<file path="src/rtl/acc_bank.sv">
`timescale 1ns/1ps
// -----------------------------------------------------------------------------
// acc_bank
//
// Bank of NACC independent DB-bit two's-complement accumulators.
// Takes the place of the single accumulator register in the processor datapath.
//
// An operation (LOAD/ADD/SUB/CLR) is requested on one accumulator through a
// 4-phase Req/Ack handshake:
//   IDLE : Req=1 latches Op/Sel/Entrada into holding registers -> EXEC
//   EXEC : result computed from the latched values, acc[Sel] and flags
//          written at the end of the cycle -> DONE
//   DONE : Ack held high while Req stays high; Req=0 -> IDLE
// Ack rises two edges after the edge that sampled Req. A complete op takes at
// least 4 cycles once the Req release is included.
//
// Parameters
//   DB    data width (signed)
//   NACC  number of accumulators (>= 2)
//   SAT   0 = wrap-around on overflow, 1 = clamp to signed max/min
//   SW    select width, derived from NACC
//
// Ports
//   clk      clock, rising edge
//   Reset_n  synchronous active-low reset
//   Entrada  operand for LOAD/ADD/SUB
//   Op       00 LOAD, 01 ADD, 10 SUB, 11 CLR
//   Sel      target accumulator
//   Req      request level (4-phase)
//   Ack      operation complete (registered)
//   Busy     high while in EXEC or DONE (registered)
//   RdSel    read-port index
//   Salida   acc[RdSel], one cycle of latency; 0 for RdSel >= NACC
//   Zero     last written result == 0
//   Neg      last written result MSB
//   Ovf      last ADD/SUB overflowed (signed)
// -----------------------------------------------------------------------------
module acc_bank #(
  parameter int DB   = 16,
  parameter int NACC = 4,
  parameter int SAT  = 0,
  parameter int SW   = $clog2(NACC)
) (
  input  logic          clk,
  input  logic          Reset_n,
  input  logic [DB-1:0] Entrada,
  input  logic [1:0]    Op,
  input  logic [SW-1:0] Sel,
  input  logic          Req,
  output logic          Ack,
  output logic          Busy,
  input  logic [SW-1:0] RdSel,
  output logic [DB-1:0] Salida,
  output logic          Zero,
  output logic          Neg,
  output logic          Ovf
);

  // Number of codes the select fields can carry; entries beyond NACC are
  // holes that read as zero and never get written.
  localparam int NPAD = 1 << SW;

  typedef enum logic [1:0] {
    S_IDLE = 2'b00,
    S_EXEC = 2'b01,
    S_DONE = 2'b10
  } state_e;

  typedef enum logic [1:0] {
    OP_LOAD = 2'b00,
    OP_ADD  = 2'b01,
    OP_SUB  = 2'b10,
    OP_CLR  = 2'b11
  } op_e;

  // ---------------------------------------------------------------------------
  // State
  // ---------------------------------------------------------------------------
  state_e        state_q, state_d;
  op_e           op_q, op_d;
  logic [SW-1:0] sel_q, sel_d;
  logic [DB-1:0] opnd_q, opnd_d;
  logic [DB-1:0] acc_q [NACC];
  logic [DB-1:0] acc_d [NACC];
  logic [DB-1:0] salida_q, salida_d;
  logic          ack_q, ack_d;
  logic          busy_q, busy_d;
  logic          zero_q, zero_d;
  logic          neg_q, neg_d;
  logic          ovf_q, ovf_d;

  // ---------------------------------------------------------------------------
  // Padded view of the bank: power-of-two sized so that both select fields
  // can index it directly, with hole entries tied to zero.
  // ---------------------------------------------------------------------------
  logic [DB-1:0] acc_pad [NPAD];
  logic [NPAD-1:0] sel_ok;

  for (genvar gi = 0; gi < NPAD; gi++) begin : g_pad
    if (gi < NACC) begin : g_live
      assign acc_pad[gi] = acc_q[gi];
      assign sel_ok[gi]  = 1'b1;
    end else begin : g_hole
      assign acc_pad[gi] = '0;
      assign sel_ok[gi]  = 1'b0;
    end
  end

  logic          sel_valid;
  logic [DB-1:0] acc_cur;

  assign sel_valid = sel_ok[sel_q];
  assign acc_cur   = acc_pad[sel_q];

  // ---------------------------------------------------------------------------
  // Datapath: ADD/SUB done at DB+1 bits so the extra bit carries the true
  // sign. A disagreement between the top two bits of the wide result means
  // the DB-bit result overflowed; the top bit then tells which direction.
  // ---------------------------------------------------------------------------
  logic [DB:0]   a_ext, b_ext, sum_ext;
  logic          ovf_raw;
  logic [DB-1:0] result;

  always_comb begin
    a_ext   = {acc_cur[DB-1], acc_cur};
    b_ext   = {opnd_q[DB-1], opnd_q};
    sum_ext = '0;
    ovf_raw = 1'b0;
    result  = '0;
    case (op_q)
      OP_LOAD: result = opnd_q;
      OP_ADD: begin
        sum_ext = a_ext + b_ext;
        ovf_raw = sum_ext[DB] ^ sum_ext[DB-1];
        result  = sum_ext[DB-1:0];
      end
      OP_SUB: begin
        sum_ext = a_ext - b_ext;
        ovf_raw = sum_ext[DB] ^ sum_ext[DB-1];
        result  = sum_ext[DB-1:0];
      end
      default: result = '0;
    endcase
    // Clamp toward the sign of the true (wide) result.
    if ((SAT != 0) && ovf_raw) begin
      result = sum_ext[DB] ? {1'b1, {(DB-1){1'b0}}} : {1'b0, {(DB-1){1'b1}}};
    end
  end

  // ---------------------------------------------------------------------------
  // Handshake FSM, next-state and registered outputs
  // ---------------------------------------------------------------------------
  logic do_write;

  always_comb begin
    state_d  = state_q;
    op_d     = op_q;
    sel_d    = sel_q;
    opnd_d   = opnd_q;
    ack_d    = 1'b0;
    zero_d   = zero_q;
    neg_d    = neg_q;
    ovf_d    = ovf_q;
    do_write = 1'b0;
    case (state_q)
      S_IDLE: begin
        if (Req) begin
          op_d    = op_e'(Op);
          sel_d   = Sel;
          opnd_d  = Entrada;
          state_d = S_EXEC;
        end
      end
      S_EXEC: begin
        // Req is not looked at here; the op always runs to completion.
        state_d = S_DONE;
        // An out-of-range target leaves both the bank and the flags alone.
        if (sel_valid) begin
          do_write = 1'b1;
          zero_d   = (result == '0);
          neg_d    = result[DB-1];
          ovf_d    = ovf_raw;
        end
      end
      S_DONE: begin
        if (Req) begin
          ack_d = 1'b1;
        end else begin
          state_d = S_IDLE;
        end
      end
      default: state_d = S_IDLE;
    endcase
    // Busy mirrors the state the FSM is about to enter.
    busy_d = (state_d != S_IDLE);
  end

  always_comb begin
    for (int i = 0; i < NACC; i++) begin
      acc_d[i] = acc_q[i];
      if (do_write && (sel_q == SW'(i))) begin
        acc_d[i] = result;
      end
    end
  end

  // Read port samples the bank before this cycle's write lands, so a
  // same-index write shows up one cycle later.
  assign salida_d = acc_pad[RdSel];

  // ---------------------------------------------------------------------------
  // Registers
  // ---------------------------------------------------------------------------
  always_ff @(posedge clk) begin
    if (!Reset_n) begin
      state_q  <= S_IDLE;
      op_q     <= OP_LOAD;
      sel_q    <= '0;
      opnd_q   <= '0;
      for (int i = 0; i < NACC; i++) begin
        acc_q[i] <= '0;
      end
      salida_q <= '0;
      ack_q    <= 1'b0;
      busy_q   <= 1'b0;
      zero_q   <= 1'b0;
      neg_q    <= 1'b0;
      ovf_q    <= 1'b0;
    end else begin
      state_q  <= state_d;
      op_q     <= op_d;
      sel_q    <= sel_d;
      opnd_q   <= opnd_d;
      for (int i = 0; i < NACC; i++) begin
        acc_q[i] <= acc_d[i];
      end
      salida_q <= salida_d;
      ack_q    <= ack_d;
      busy_q   <= busy_d;
      zero_q   <= zero_d;
      neg_q    <= neg_d;
      ovf_q    <= ovf_d;
    end
  end

  assign Ack    = ack_q;
  assign Busy   = busy_q;
  assign Salida = salida_q;
  assign Zero   = zero_q;
  assign Neg    = neg_q;
  assign Ovf    = ovf_q;

endmodule

</file>
<file path="config.mk">
export PLATFORM = sky130hd
export DESIGN_NAME = acc_bank
export DESIGN_NICKNAME = d
export VERILOG_FILES = /design/src/rtl/acc_bank.sv
export SDC_FILE = /design/constraint.sdc
export NUM_CORES = 1
export LEC_CHECK = 0
export ABC_AREA = 1
export BUFFER_PORTS_ARGS = -buffer_cell sky130_fd_sc_hd__buf_2
export CAP_MARGIN = 10
export CORE_MARGIN = 5
export CORE_UTILIZATION = 35
export CTS_CLUSTER_DIAMETER = 100
export DETAILED_ROUTE_END_ITERATION = 6
export PLACE_DENSITY = 0.57
export SYNTH_ARGS = -nofsm -noshare
export SYNTH_HDL_FRONTEND = slang
export SYNTH_SLANG_ARGS = --single-unit
</file>
<file path="constraint.sdc">
create_clock -name clk -period 2.8 [get_ports clk]
set_input_delay 0.14 -clock clk [delete_from_list [all_inputs] [get_ports clk]]
set_output_delay 0.14 -clock clk [all_outputs]
set_load 0.02 [all_outputs]
</file>
# [Word level (Yosys, flattened, before mapping)]
# Memory sizes are Yosys's and may differ from the RTL's.
# Cells that the tools add are included.
[totals] mem_bits_rw=64 in_bits=25 n_memories=1 ff_bits=43
[op_classes] muxes=26 order_cmp=3 bitwise_logic=8 n_addsub=2 eq_ne=7 reduce_logical=12
[memory_table] name="acc_q" depth=4 word_bits=16 rd=4 rd_clocked_by_memory_dff=0 write_ports=4 line_no="83" rtl="logic [DB-1:0] acc_q [NACC];"
[ops] op="$mux 16" count=12
[ops] op="$bmux 16 s2" count=2
[ops] op="$pmux 16 s3" count=1
[ops] op="$add 16x16->17" count=1
[ops] op="$sub 16x16->17" count=1
[ops] op="$logic_not 16->1" count=1
[ops] op="$eq 2x2->1 const B" count=4
[ops] op="$eq 2x1->1 const B" count=3
[ops] op="$ge 3x3->1 const B" count=2
[ops] op="$logic_not 2->1" count=3
[ops] op="$mux 1" count=6
[ops] op="$not 2->3" count=2
[ops] op="$pmux 2 s3" count=1
[ops] op="$reduce_and 2->1" count=3
[ops] op="$logic_and 1x1->1" count=4
[ops] op="$mux 2" count=2
[ops] op="$or 1x1->1" count=4
[ops] op="$lt 2x3->1 const B" count=1
[ops] op="$bmux 1 s2" count=1
[ops] op="$pmux 1 s2" count=1
[ops] op="$reduce_bool 2->1" count=1
[ops] op="$xor 1x1->1" count=2

# [Depth between registers and ports, before layout]
[depth] depth_word=8 ltp_mapped=25

# [Worst setup path before layout]
# OpenSTA, ideal clock, no wires.
[synth_path] path_type="register to register" startpoint="register sel_q[0]" endpoint="register zero_q (netlist: Zero)" required_time_ns=2.730 arrival_time_ns=2.653 setup_time_ns=0.070 stages_incl_launch_ff=22 setup_slack_ns=0.077 cell_sequence="dfxtp_1 > inv_1 > nor2_1 > inv_1 > o21ai_0 > a221oi_1 > inv_1 > ha_1 > fa_1 > nand2_1 > nand2_2 > nand3b_1 > nand2_1 > nand2_1 > nand3_1 > nand3_1 > nand3_1 > nand2_2 > nand2_1 > nor2_1 > nand3_1 > a21oi_1"
[synth_between] elab_chain_len=7 elab_cells_between_ends=11 classes_between="add/sub: 2; mux: 6; bitwise: 1; reduce/logical: 2"
[synth_lines] element="start, declared" line_no="81" rtl="logic [SW-1:0] sel_q, sel_d;"
[synth_lines] element="start signal, assigned" line_no="232" rtl="sel_q <= sel_d;"
[synth_lines] element="$not 2->3 (not written as such)" line_no="113" rtl="assign acc_cur = acc_pad[sel_q];"
[synth_lines] element="$bmux 16 s2" line_no="113"
[synth_lines] element="$mux 16 (not written as such) (2 in a row)" line_no="113"
[synth_lines] element="$sub 16x16->17 / $add 16x16->17 (equally long branches)" line_no="138, 133"
[synth_lines] element="$pmux 16 s3" line_no="130" rtl="case (op_q)"
[synth_lines] element="$logic_not 16->1" line_no="180" rtl="zero_d = (result == '0);"
[synth_lines] element="end signal, assigned" line_no="240" rtl="zero_q <= zero_d;"
[synth_lines] element="end, declared" line_no="88" rtl="logic zero_q, zero_d;"
# Several ways; a longest one is shown, not always the timed one. The select of a mux whose other input is x is not followed.
# A chain may end at the register's enable or synchronous reset.

# [Final worst setup path]
# Same ends and word-level chain as after synthesis.

==> impl_results.md <==
- Worst Setup Slack, final: -0.106 ns
- Violated checks: setup timing
- Crit path arrival time: 3.20 ns
- Critical path class: reg -> reg
- Placed inst area: 0.00784 mm2
- Endpoints failing setup: 6
- Layout Cell Area excl Fill: between 0.008 and 0.009 mm2
- Final HPWL DP: 16600 um
- CTS Root Cell: clkbuf_16
- Number of synthesized flops with an enable pin: 0
- Global-route wire length before repair: 36400 um
- Die Area: about 0.022 mm2
- Predominant post-synthesis flop cell: dfxtp_1
- Period minus WS final: 2.91 ns
- Clk_skew: between 0.015 and 0.02 ns
- Tot GR Track Use: 20.9%
- IO buf count: 45
- Crit path cell chain: nand2_2 -> inv_4 -> a221oi_2 -> buf_4 -> buf_6 -> ha_4 -> inv_2 -> fa_2 -> inv_2 -> nand2_2 -> nand3_2 -> nand3_2 -> nand2_2 -> nand4_1 -> a21oi_2 -> nand2_1 -> nor2_1 -> nand2_1 -> nor2_2 -> nand3_1 -> a21oi_1
- Antenna viol nets, final: 0
- Clock-pin slew of the registers on the worst-case setup and hold paths: about 0.090 ns
- Crit. End Element: register
- CP Launch Type: register
- Drt pass-1 iters: 5
- Largest net degree at the start of global routing: 41
- Outcome: finished, violations left
- Cell Rows: 50
- Maximum buffer depth of the clock tree: 2
- IO Count: 46
- CTS tree: done
- DRC: 0
- Slew margin rel.: 34.3%
- Setup Total Neg Slack: -0.264 ns
- Fin. Hold Viols: 0
- Synthesis Warnings: 0
- CP required: approximately 3.1 ns
- DR WL/cell: 16.4 um
- Initial antenna violation count: 0
- Gpl congestion: 0.876
- Via count: between 7000 and 8000
- Worst-skew pair later-pin latency: 0.37 ns
- PwrDens: roughly 520 mW/mm2
- Nets@finish: 1220
- Leakage Power: slightly above 0.004 uW
- CTS buffer count: 9
- Post-synthesis sequential area ratio: between 30% and 40%
- Commonest non-fill, non-tap cell in the layout: nand2_1
- Crit-path max cell delay: around 0.40 ns
- Worst Tran Pin Value: 0.985 ns
- Ratio of cells with drive above 1 in the final layout: 29.6%
- Synth Instances: approximately 1000
- Die Wd: 147 um
- Min-delay worst type: in -> reg
- Maximum clock rate: 344 MHz
- Grt ovf: 0
- Sink Count: 107
- H-tree Lvls: 3
- Pre-CTS setup slack: -0.523 ns
- Slowest CP cell: fa_2
- Core area: around 0.019 mm2
- ANT cells: 0
- Max cap viols: 0
- Most frequent cells in the layout: nand2_1, buf_4, o21ai_0, a21oi_1, dfxtp_1
- Via density: 5.19
- Avg Cell Area, Syn: 6.50 um2
- Starting Density: approximately 35%
- Max FO, Critical Path: 7
- Final wirelength: 22800 um
- Die Ht: approximately 150 um
- Fin crit share: 104%
- Mapped Area: 0.00661 mm2
- Total power: 4650 uW
- Fin. max-slew vios: 0
- Most used cell, CP: nand2_2
- Area delta synth->final: 34.9%
- Flops & latches, synth: about 110
- Starting DRT DRC Count: 680
- Synth async-reset ratio: 0%
- Vias in the first global route: 6935
- Netlist cell types: 30
- Peak VDD IR: 379 uV
- RSZ-0062 raised after global routing: yes
- Synthesized net count: 1084
## cell type report
type,instances,area (um2)
fill,1910,9730
clock buffer,10,229
sequential,107,2150
clock inverter,6,82.6
inverter,120,455
timing repair buffer,177,1260
tap,234,293
multi-input combinational,737,4440
## sequential cells by signal, summed over array words and instances, names as in the netlist, 2 cells and up
register / count
opnd_q: 16
op_q: 2
acc_q: 64
sel_q: 2
state_q: 2
Salida: 16
## power breakdown
part / leakage, uW / switching [uW] / internal [uW]
Combinational: 0.00312 / 962 / 650
Sequential: 0.000874 / 61.3 / 1600
Clock: 0.000148 / 664 / 715
## final timing paths
kind	from	end	slack, ns	cells past startpoint
max	sel_q[0]	Zero	-0.11	21
min	Req	Ack	0.06	3
max reg2reg	sel_q[0]	Zero	-0.11	21
min reg2reg	state_q[1]	Ack	0.51	2
## per-stage QoR
step           util, %  std cells  hold slack [ns]
6_report          47.8       1391           0.0599
5_1_grt           47.8       1391           0.0663
4_1_cts           45.8       1387           0.0447
3_5_place_dp      42.1       1364            0.368
3_3_place_gp      42.1       1364            0.360
2_1_floorplan        -       1016            0.275
## worst max-delay path: cells and delay by family, from the launching register on
kind | cells | cell delay (ns)
simple gates | 11 | 0.96
compound gates | 3 | 0.52
fa+ha+maj | 2 | 0.51
buf+inv | 5 | 0.46
flops | 1 | 0.39
## cell families after synthesis
kind of cell / count (synthesis) / synth area share [%]
AO/OA/AOI/OAI: 289 / 23.6
adder cells (fa/ha/maj): 43 / 8.37
buffers and inverters: 172 / 10.3
flip-flops: 107 / 32.4
AND/OR/NAND/NOR: 405 / 25.4
## metal layers
layer / vias up / routed length (um) / GRT usage, %
li1: 3629 / - / -
met1: 3291 / 10400 / 28.5
met2: 261 / 10500 / 33.5
met3: 32 / 1470 / 3.37
met4: 0 / 518 / 7.32
met5: - / 0 / 0
## cells in the mapped netlist (4+ instances only)
cell type | instances | share of area (%)
nand4_1 | 8 | 0.76
nor3_1 | 4 | 0.30
a21oi_1 | 128 | 9.7
nand3_1 | 74 | 5.6
clkbuf_1 | 39 | 2.2
o211ai_1 | 10 | 1.1
o21ai_0 | 120 | 9.1
dfxtp_1 | 107 | 32
ha_1 | 41 | 7.8
a22oi_1 | 20 | 2.3
nand2_2 | 5 | 0.47
inv_1 | 117 | 6.6
nor2_1 | 90 | 5.1
nand2_1 | 217 | 12
buf_2 | 5 | 0.38
## timing repair
item | in CTS | in global routing
hold buffers | 1 | 0
endpoints found under the hold margin | 1 | 0
pin swaps | 22 | 41
gates resized for setup | 86 | 87
setup endpoints to repair | 49 | 47
setup buffers | 6 | 4
No activity file was read; power rests on OpenSTA's default activity.
